$ cat src/rtl/pc_sequencer.sv
// Program-counter controller: sequential fetch, jump, branch, CALL/RET via a circular
// return-address stack, IF/ID flush on redirect and a one-cycle wrong-path shadow.
module pc_sequencer #(
  parameter int unsigned     PC_W      = 16,
  parameter int unsigned     RAS_DEPTH = 4,
  parameter logic [PC_W-1:0] RESET_PC  = '0
) (
  input  logic            clk,
  input  logic            rst_n,
  input  logic            stall,
  input  logic            id_valid,
  input  logic [3:0]      id_op,
  input  logic [2:0]      id_func,
  input  logic            id_zero,
  input  logic [PC_W-1:0] id_pc_plus1,
  input  logic [PC_W-1:0] jump_target,
  input  logic [PC_W-1:0] branch_target,
  output logic [PC_W-1:0] pc,
  output logic [1:0]      pc_src,
  output logic            flush_if,
  output logic            ras_empty,
  output logic            ras_full,
  output logic            ras_overflow,
  output logic            ras_underflow
);

  localparam int unsigned PTR_W = $clog2(RAS_DEPTH);
  localparam int unsigned CNT_W = $clog2(RAS_DEPTH + 1);

  // Opcode map: 0..5 never redirect, 6/7 are the compare branches, 8..15 the jump class.
  localparam logic [3:0] OpNop  = 4'h0;
  localparam logic [3:0] OpAndi = 4'h1;
  localparam logic [3:0] OpAddi = 4'h2;
  localparam logic [3:0] OpLw   = 4'h3;
  localparam logic [3:0] OpSw   = 4'h4;
  localparam logic [3:0] OpFor  = 4'h5;
  localparam logic [3:0] OpBeq  = 4'h6;
  localparam logic [3:0] OpBne  = 4'h7;
  localparam logic [2:0] FnCall = 3'b001;
  localparam logic [2:0] FnRet  = 3'b010;

  localparam logic [1:0] SrcSeq  = 2'b00;
  localparam logic [1:0] SrcJump = 2'b01;
  localparam logic [1:0] SrcBr   = 2'b10;
  localparam logic [1:0] SrcRet  = 2'b11;

  typedef enum logic [0:0] {StRun, StShadow} state_e;

  state_e          r_state, w_state_next;
  logic [PC_W-1:0] r_pc, w_pc_next;
  logic [PC_W-1:0] r_ras [RAS_DEPTH];
  logic [PTR_W-1:0] r_top, w_top_inc;
  logic [CNT_W-1:0] r_count;
  logic            r_ovf, r_unf;
  logic            w_active, w_push, w_pop, w_unf, w_full;
  logic [1:0]      w_src;

  assign w_full    = (r_count == CNT_W'(RAS_DEPTH));
  assign w_top_inc = r_top + PTR_W'(1);
  assign w_active  = id_valid && (r_state == StRun) && !stall;

  always_comb begin
    w_src  = SrcSeq;
    w_push = 1'b0;
    w_pop  = 1'b0;
    w_unf  = 1'b0;
    if (w_active) begin
      case (id_op)
        OpNop, OpAndi, OpAddi, OpLw, OpSw, OpFor: w_src = SrcSeq;
        OpBeq: w_src = id_zero ? SrcBr : SrcSeq;
        OpBne: w_src = id_zero ? SrcSeq : SrcBr;
        default: begin
          if (id_func == FnRet) begin
            // RET on an empty stack falls through as a plain sequential fetch.
            if (r_count == '0) begin
              w_unf = 1'b1;
            end else begin
              w_src = SrcRet;
              w_pop = 1'b1;
            end
          end else begin
            w_src  = SrcJump;
            w_push = (id_func == FnCall);
          end
        end
      endcase
    end
  end

  always_comb begin
    w_pc_next = r_pc + PC_W'(1);
    unique case (w_src)
      SrcSeq:  w_pc_next = r_pc + PC_W'(1);
      SrcJump: w_pc_next = jump_target;
      SrcBr:   w_pc_next = branch_target;
      SrcRet:  w_pc_next = r_ras[r_top];
    endcase
  end

  always_comb begin
    w_state_next = r_state;
    if (!stall) begin
      unique case (r_state)
        StRun:    w_state_next = (w_src != SrcSeq) ? StShadow : StRun;
        StShadow: w_state_next = StRun;
      endcase
    end
  end

  always_ff @(posedge clk or negedge rst_n) begin
    if (!rst_n) begin
      r_state <= StRun;
      r_pc    <= RESET_PC;
      r_top   <= '0;
      r_count <= '0;
      r_ovf   <= 1'b0;
      r_unf   <= 1'b0;
    end else if (!stall) begin
      r_state <= w_state_next;
      r_pc    <= w_pc_next;
      if (w_push) begin
        r_top <= w_top_inc;
        if (w_full) begin
          r_ovf <= 1'b1;
        end else begin
          r_count <= r_count + CNT_W'(1);
        end
      end else if (w_pop) begin
        r_top   <= r_top - PTR_W'(1);
        r_count <= r_count - CNT_W'(1);
      end
      if (w_unf) begin
        r_unf <= 1'b1;
      end
    end
  end

  // Entries carry no reset; the count alone decides which are meaningful.
  always_ff @(posedge clk) begin
    if (w_push) begin
      r_ras[w_top_inc] <= id_pc_plus1;
    end
  end

  assign pc            = r_pc;
  assign pc_src        = w_src;
  assign flush_if      = (w_src != SrcSeq);
  assign ras_empty     = (r_count == '0);
  assign ras_full      = w_full;
  assign ras_overflow  = r_ovf;
  assign ras_underflow = r_unf;

endmodule

$ cat config.mk
export PLATFORM = sky130hd
export DESIGN_NAME = pc_sequencer
export DESIGN_NICKNAME = d
export VERILOG_FILES = /design/src/rtl/pc_sequencer.sv
export SDC_FILE = /design/constraint.sdc
export NUM_CORES = 1
export LEC_CHECK = 0
export BUFFER_PORTS_ARGS = -buffer_cell sky130_fd_sc_hd__buf_2
export CAP_MARGIN = 20
export CORE_ASPECT_RATIO = 1.25
export CORE_MARGIN = 3
export CORE_UTILIZATION = 59
export DETAILED_ROUTE_END_ITERATION = 8
export GPL_ROUTABILITY_DRIVEN = 0
export HOLD_SLACK_MARGIN = 0.15
export PLACE_DENSITY_LB_ADDON = 0.08
export SLEW_MARGIN = 10
export SYNTH_ARGS = -nofsm -noshare
export SYNTH_HDL_FRONTEND = slang
export SYNTH_SLANG_ARGS = --single-unit
$ cat constraint.sdc
create_clock -name clk -period 5.42 [get_ports clk]
set_clock_uncertainty 0.15 [all_clocks]
set_input_delay 1.084 -clock clk [delete_from_list [all_inputs] [get_ports clk]]
set_output_delay 1.084 -clock clk [all_outputs]
set_load 0.05 [all_outputs]
Word level (Yosys, flattened, before mapping)
Memory sizes are Yosys's and may differ from the RTL's.
Cells that the tools add are included.
{"block": "word_totals", "reg_bits": 24, "latch_bits": 0, "mem_bits_rw": 64, "rom_bits": 0, "in_bits": 60, "output_inout_bits": 23, "word_cells": 69, "mem_count": 1}
{"name": "r_ras", "depth": 4, "word_bits": 16, "rd": 1, "rd_clocked_by_memory_dff": 0, "wr": 1, "line": "51", "rtl": "logic [PC_W-1:0] r_ras [RAS_DEPTH];"}
{"block": "classes", "n_addsub": 5, "multipliers": 0, "div_mod_pow": 0, "magnitude_cmp": 0, "eq_ne": 14, "shifts": 0, "n_mux": 27, "bitwise": 2, "reduce_logical": 14}
{"operator": "16-bit case mux with 4 select lines", "n": 1}
{"operator": "16-bit by 1-bit adder with 16-bit output (second input constant)", "n": 1}
{"operator": "4-bit by 3-bit == test with 1-bit output (second input constant)", "n": 4}
{"operator": "1-bit 2-to-1 mux", "n": 14}
{"operator": "2-bit 2-to-1 mux", "n": 7}
{"operator": "3-bit 2-to-1 mux", "n": 3}
{"operator": "4-bit by 2-bit == test with 1-bit output (second input constant)", "n": 2}
{"operator": "8-bit OR reduction", "n": 1}
{"operator": "2-bit case mux with 3 select lines", "n": 1}
{"operator": "3-bit AND reduction", "n": 2}
{"operator": "6-bit OR reduction", "n": 1}
{"operator": "2-bit == test (second input constant)", "n": 2}
{"operator": "4-bit by 1-bit == test with 1-bit output (second input constant)", "n": 1}
{"operator": "4-bit logical NOT", "n": 1}
{"operator": "2-bit AND reduction", "n": 2}
{"operator": "2-bit nonzero test", "n": 2}
{"operator": "3-bit by 1-bit adder with 3-bit output (second input constant)", "n": 1}
{"operator": "3-bit by 1-bit == test with 1-bit output (second input constant)", "n": 1}
{"operator": "3-bit by 2-bit == test with 1-bit output (second input constant)", "n": 1}
{"operator": "3-bit == test (second input constant)", "n": 1}
{"operator": "3-bit logical NOT", "n": 1}
{"operator": "3-bit by 1-bit subtractor with 3-bit output (second input constant)", "n": 1}
{"operator": "2-bit by 1-bit adder with 2-bit output (second input constant)", "n": 1}
{"operator": "2-bit by 1-bit == test with 1-bit output (second input constant)", "n": 1}
{"operator": "other kinds (7)", "n": 9}

Longest topological paths before layout
Gate-level depths: netlist of run 1.
{"block": "logic_depth", "ltp_word": 8, "mapped_depth": 8, "ltp_nobuf": 7}

Worst setup path before layout of run 1
No wires, ideal clock.
{"block": "synth_timing", "kind": "input-to-output", "from": "input port stall", "to": "output port pc_src[1]", "arrival_time_ns": 2.294, "required_time_ns": 4.186, "path_slack_ns": 1.892, "cell_stages": 4, "n_path_buf": 1, "path_cell_list": "buf_2 -> nor4_2 -> nor2_2 -> inv_1"}
{"block": "synth_between", "elab_chain_cells": 3}
{"element": "from (decl)", "line": "10", "rtl": "input logic stall,"}
{"element": "1-bit logical NOT"}
{"element": "1-bit logical AND", "line": "60", "rtl": "assign w_active = id_valid && (r_state == StRun) && !stall;"}
{"element": "2-bit 2-to-1 mux", "line": "67", "rtl": "if (w_active) begin"}
{"element": "to (decl)", "line": "19", "rtl": "output logic [1:0] pc_src,"}
No other way between the ends.

Worst setup path after layout of run 1
{"block": "layout_timing", "from": "input port id_op[3]", "to": "output port flush_if"}
{"block": "layout_between", "elab_chain_cells": 5, "elab_cells_between_ends": 12, "cone_classes": "7 x eq/ne; 2 x mux; 3 x reduce/logical"}
{"element": "from (decl)", "line": "12", "rtl": "input logic [3:0] id_op,"}
{"element": "4-bit by 1-bit == test with 1-bit output (tied with other cells)", "line": "68", "rtl": "case (id_op)"}
{"element": "6-bit OR reduction"}
{"element": "2-bit case mux with 3 select lines *", "line": "68"}
{"element": "2-bit 2-to-1 mux *", "line": "67"}
{"element": "2-bit nonzero test *", "line": "147", "rtl": "assign flush_if = (w_src != SrcSeq);"}
{"element": "to (decl)", "line": "20", "rtl": "output logic flush_if,"}
Mark *: on every way between the ends. The rest lies on a longest branch, timed or not.

==> flow_summary.yaml, run 1 <==
setup_path:
  crit_slowest_cell: "nor4_1"
  crit_end: "flush_if"
  crit_path_max_fanout: 8
  reg2regPathDepth: 4
  critPathLaunch: "id_op[3]"
  critPathRequiredTime_ps: 4190
  start_kind: "input port"
  critical_path.cell_chain: "buf_2, nand3b_1, nor4_1, nor2_4, inv_4, buf_2"
  reg2reg_slack_ps: 2910
  worstPathArrival_ps: 2800
  crit_top_cell: "buf_2"
  endpoint_kind: "output port"
  setup.worst_path.class: "in2out"
  reg2reg_to: "r_ras[2][6]"
  slowest_delay_ps: 790
  rr_startpoint: "r_state"
global_route:
  grt_pass1_vias: 2859
  overflow: 0
  antenna_found_initial: 0
  gr-usage-all-layers_pct: 25.0
  grt_max_degree: 25
  grt_pass1_wl_um: 14900
clock_network:
  postCtsHoldBufs: 0
  ctsHtreeMaxLevel: 3
  cts-root-buf: "clkbuf_8"
  post_cts_resize_count: 0
  numCtsBuffers: 9
  cts_tree: "done"
  cts_setup_buffers: 0
  worstSkewPairLatency_ps: 360
  cts_buffer_depth: 2
  cts.sinks: 88
  clk_pin_slew_worst_paths_ps: 80
detailed_routing:
  drc: 0
  ant_nets: 0
  wl_um: 9440
  post_drt_wl_per_cell_um: 20.3
  num_vias: 2908
  drt-initial-drc-count: 323
  drt_pass1_iterations: 7
  avgViaCountPerCell: 6.25
floorplanning:
  fp.dieW_um: 80.7
  ios: 83
  dieArea_sq_um: 8020
  start_util_pct: 61.9
  core-area_sq_um: 6650
  fp.dieH_um: 99.4
  rows: 33
final_layout:
  mostFrequentLayoutCell: "buf_2"
  nFillCells: 451
  layout_common_cells: "buf_2, edfxtp_1, dfrtp_1, nand2_1, mux4_2"
  n_antenna_cell: 0
  stdcell_count: 465
  multi_input_area_sq_um: 1480
  area_growth_syn_to_layout_pct: 17.0
  seqCellArea_sq_um: 2520
  final_util_pct: 72.4
  layout-drive-gt1-share_pct: 34.9
  nNetsFinal: 440
pwr:
  swShare_pct: 36.5
  seq_power_share_pct: 43.8
  leakagePower_uw: 0.00185
  finalPower_uw: 2030
  powerDensity_nw_per_um2: 422
  clockPowerShare_pct: 24.3
  pwr-share-comb_pct: 31.9
  peakVddDrop_mv: 0.306
  p_switching_uw: 741
  p_int_uw: 1290
synthesis:
  syn_inst: 290
  ys_types: 61
  ys_top_cells_by_area: "edfxtp_1, dfrtp_1, mux4_2, nand2_1, a21oi_1"
  synth_top_cell_area_share_pct: 46.7
  ys_ff_latch: 88
  synth_warnings: 0
  synth.avg_cell_area_sq_um: 14.2
  seq_area_frac_synth_pct: 61.3
  synthFlopType: "edfxtp_1"
  synthArstFlopShare_pct: 27.3
  syn-num-nets: 356
  syn_area_sq_um: 4110
  synth-edff-count: 64
  synth_area_leader_cell: "edfxtp_1"
sta:
  slew_headroom_pct: 33.1
  period_minus_slack_ps: 4030
  rsz0062_at_grt: "false"
  max_freq_ghz: 0.248
  worst_slack_ps: 1390
  drv_slew: 0
  worstMarginPinSlew_ps: 995
  hold_violations: 0
  finalSetupViolations: 0
  timing.final.crit_share_pct: 74.4
  setup_tns_ps: 0
placement:
  portBuffers: 82
  hpwl_um: 6830
  placed_cells: 450
  preCtsSetupSlack_ps: 1460
job:
  drv_cap: 0
min_path:
  hp-class: "reg2reg"
  holdPathStages: 1
outcome:
  status: "complete, no violations"
==> cell type report <==
type                       instances  share of cell area (%)
tap                               87                    2.26
sequential                        88                    52.4
inverter                          10                   0.884
timing repair buffer              86                    9.15
multi-input combinational        179                    30.8
clock buffer                       9                    2.57
clock inverter                     6                    1.92
==> metrics by stage <==
stage / hold slack, ps / cell area (sq um)
2_1_floorplan: 306 / 4110
4_1_cts: 312 / 4810
3_3_place_gp: 283 / 4600
5_1_grt: 343 / 4810
3_5_place_dp: 293 / 4600
6_report: 312 / 4810
==> critical path, delay by kind of cell <==
| family | cells | cell delay (ps) |
|---|---|---|
| buffers and inverters | 3 | 560 |
| AND/OR/NAND/NOR | 3 | 1160 |
==> worst min-delay path by stage <==
stage	to	startpoint	slack, ps
2_1_floorplan	r_count[2]	r_count[2]	310
3_3_place_gp	ras_overflow	ras_overflow	280
3_5_place_dp	ras_overflow	ras_overflow	290
4_1_cts	ras_overflow	ras_overflow	310
5_1_grt	ras_overflow	ras_overflow	340
6_report	ras_overflow	ras_overflow	310
==> cells by family after synthesis <==
kind of cell	after synthesis	synth area share, %
muxes	20	9.79
buffers and inverters	23	2.68
adders and majority gates	6	2.01
xor gates and xnor gates	5	1.06
AOI/OAI and AO/OA	62	10.9
and+or+nand+nor	86	12.3
DFF	88	61.3
==> cell usage after synthesis, types with 4 or more instances <==
cell type / number
and3_1: 6
nand4_1: 5
a31oi_1: 7
edfxtp_1: 64
ha_1: 5
dfrtp_1: 24
a22oi_1: 5
nor2_1: 8
o21ai_0: 9
inv_1: 7
mux4_2: 16
nand2_1: 23
and2_1: 4
nand3_1: 12
buf_2: 6
a21oi_1: 13
nor3_1: 6
clkbuf_1: 4
==> power groups by stage <==
stage / combinational [uW] / clock, uW / sequential, uW
6_report: 648 / 493 / 890
5_1_grt: 694 / 525 / 906
4_1_cts: 650 / 499 / 889
3_5_place_dp: 648 / 0 / 904
3_3_place_gp: 635 / 0 / 902
2_1_floorplan: 363 / 0 / 1010
==> state kept, by name (all words and copies together) (netlist names) <==
| signal | count |
|---|---|
| ras_overflow | 1 |
| r_state | 1 |
| r_top | 2 |
| ras_underflow | 1 |
| r_count | 3 |
| r_ras | 64 |
| pc | 16 |
==> layer usage <==
layer | vias up | track usage [%] | part of all wire, %
li1 | 1324 | - | -
met1 | 1414 | 33.7 | 40
met2 | 145 | 41.1 | 50
met3 | 25 | 3.35 | 7.5
met4 | 0 | 10.7 | 2.6
met5 | - | 0 | 0
Note: power is estimated with default switching activity, not from simulation.
==> inputs of run 2 (changes only) <==
- CORE_UTILIZATION: 59 -> 55
- clock period: 5.42 -> 3.8 ns (I/O delays scaled with it)
==> run 2 against run 1 <==
Sequential power grew 44%; power is 37% higher; register-to-register slack got worse by 1500 ps; clock power is 19% higher; global-route usage decreased by 2.7 points; sequential share of layout area shrank 0.30 points; die area up 6.8%; combinational power is 41% higher; clock-buffer cell count up 1; critical endpoint unchanged.
==> flow_summary.yaml, run 2 (same netlist as run 1, synthesis figures left out) <==
final_layout:
  nFillCells: 519
  n_antenna_cell: 0
  nNetsFinal: 448
  largest_reg_flops: 64
  regMostFlops: "r_ras"
  area_growth_syn_to_layout_pct: 17.6
  mostFrequentLayoutCell: "buf_2"
  layout-drive-gt1-share_pct: 36.2
  multi_input_area_sq_um: 1480
  seqCellArea_sq_um: 2520
  layout_common_cells: "buf_2, edfxtp_1, dfrtp_1, nand2_1, mux4_2"
sta:
  rsz0062_at_grt: "false"
  worstMarginPinSlew_ps: 574
  slew_headroom_pct: 61.7
  drv_slew: 0
  max_freq_ghz: 0.311
  hold_violations: 0
  setup_tns_ps: 0
  period_minus_slack_ps: 3220
  timing.final.crit_share_pct: 84.7
  finalSetupViolations: 0
global_route:
  gr-usage-all-layers_pct: 22.4
  grt_pass1_vias: 2816
  overflow: 0
  grt_pass1_wl_um: 14500
  grt_max_degree: 25
  antenna_found_initial: 0
pwr:
  swShare_pct: 38.1
  clockPowerShare_pct: 21.0
  peakVddDrop_mv: 0.358
  pwr-share-comb_pct: 32.9
  finalPower_uw: 2780
  p_switching_uw: 1060
  powerDensity_nw_per_um2: 575
  leakagePower_uw: 0.00187
  seq_power_share_pct: 46.1
  p_int_uw: 1720
detailed_routing:
  avgViaCountPerCell: 6.06
  post_drt_wl_per_cell_um: 19.2
  ant_nets: 0
  drc: 0
  drt-initial-drc-count: 240
  drt_pass1_iterations: 4
  num_vias: 2891
  wl_um: 9160
clock_network:
  cts-root-buf: "clkbuf_8"
  cts.sinks: 88
  post_cts_resize_count: 0
  cts_buffer_depth: 2
  numCtsBuffers: 9
  ctsHtreeMaxLevel: 3
  worstSkewPairLatency_ps: 350
  postCtsHoldBufs: 0
  cts_tree: "done"
  cts_setup_buffers: 0
  clk_pin_slew_worst_paths_ps: 90
min_path:
  hp-class: "in2async"
floorplanning:
  ios: 83
  core-area_sq_um: 7100
  fp.dieH_um: 103
  fp.dieW_um: 83.4
  dieArea_sq_um: 8560
  rows: 34
  start_util_pct: 57.9
setup_path:
  worstPathArrival_ps: 2310
  start_kind: "input port"
  setup.worst_path.class: "in2out"
  endpoint_kind: "output port"
  crit_path_max_fanout: 15
  critPathRequiredTime_ps: 2890
outcome:
  status: "complete, no violations"
placement:
  portBuffers: 82
  hpwl_um: 6670
job:
  drv_cap: 0
run 2: cell count changes in the layout (fill, tap and decap cells not counted), sizes merged:
cell	before	now
bufinv	2	0
clkinv	1	3
buf	86	94
clkbuf	9	10
run 2: stage by stage:
stage / worst slack [ps] / hold WS, ps / cell area [sq um] / util [%] / cells
2_1_floorplan: 920 / 306 / 4110 / - / 290
3_3_place_gp: 629 / 283 / 4660 / 65.6 / 461
3_5_place_dp: 605 / 290 / 4660 / 65.6 / 461
4_1_cts: 597 / 233 / 4840 / 68.1 / 477
5_1_grt: 505 / 262 / 4840 / 68.1 / 477
6_report: 583 / 235 / 4840 / 68.1 / 477
run 2: final cells by class:
class | instances | area share, %
repair buffers | 94 | 10.3
well taps | 90 | 2.33
clock buffers | 10 | 2.64
multi-input cells | 179 | 30.6
clock inverters | 6 | 1.09
inverters | 10 | 0.879
flip-flops and latches | 88 | 52.1
run 2: power groups by stage:
stage          registers [uW]  clock network, uW  logic [uW]
5_1_grt                  1300                642         986
3_3_place_gp             1300                  0         909
4_1_cts                  1280                602         921
3_5_place_dp             1300                  0         919
6_report                 1280                585         915
2_1_floorplan            1440                  0         517
run 2: final timing paths:
| kind | startpoint | depth (start not counted) | slack [ps] | to |
|---|---|---|---|---|
| min reg2reg | ras_overflow | 1 | 310 | ras_overflow |
| max in group asynchronous | rst_n | 1 | 2880 | pc[3] |
| min | rst_n | 1 | 230 | r_count[1] |
| min in group clk | ras_overflow | 1 | 310 | ras_overflow |
| max reg2reg | r_state | 8 | 1370 | r_count[2] |
| max | id_func[2] | 7 | 580 | flush_if |
run 2: critical path, stage by stage:
cell     delay [ps]
buf_2           110
or3b_4          420
o21ai_4         380
inv_4           100
nor2_4          220
inv_4            90
buf_2           220
run 2: metal layers:
layer / vias up / part of all wire, % / track usage (%)
li1: 1351 / - / -
met1: 1414 / 41 / 28.1
met2: 109 / 50 / 37.5
met3: 17 / 6.9 / 6.47
met4: 0 / 1.9 / 8.18
met5: - / 0 / 0
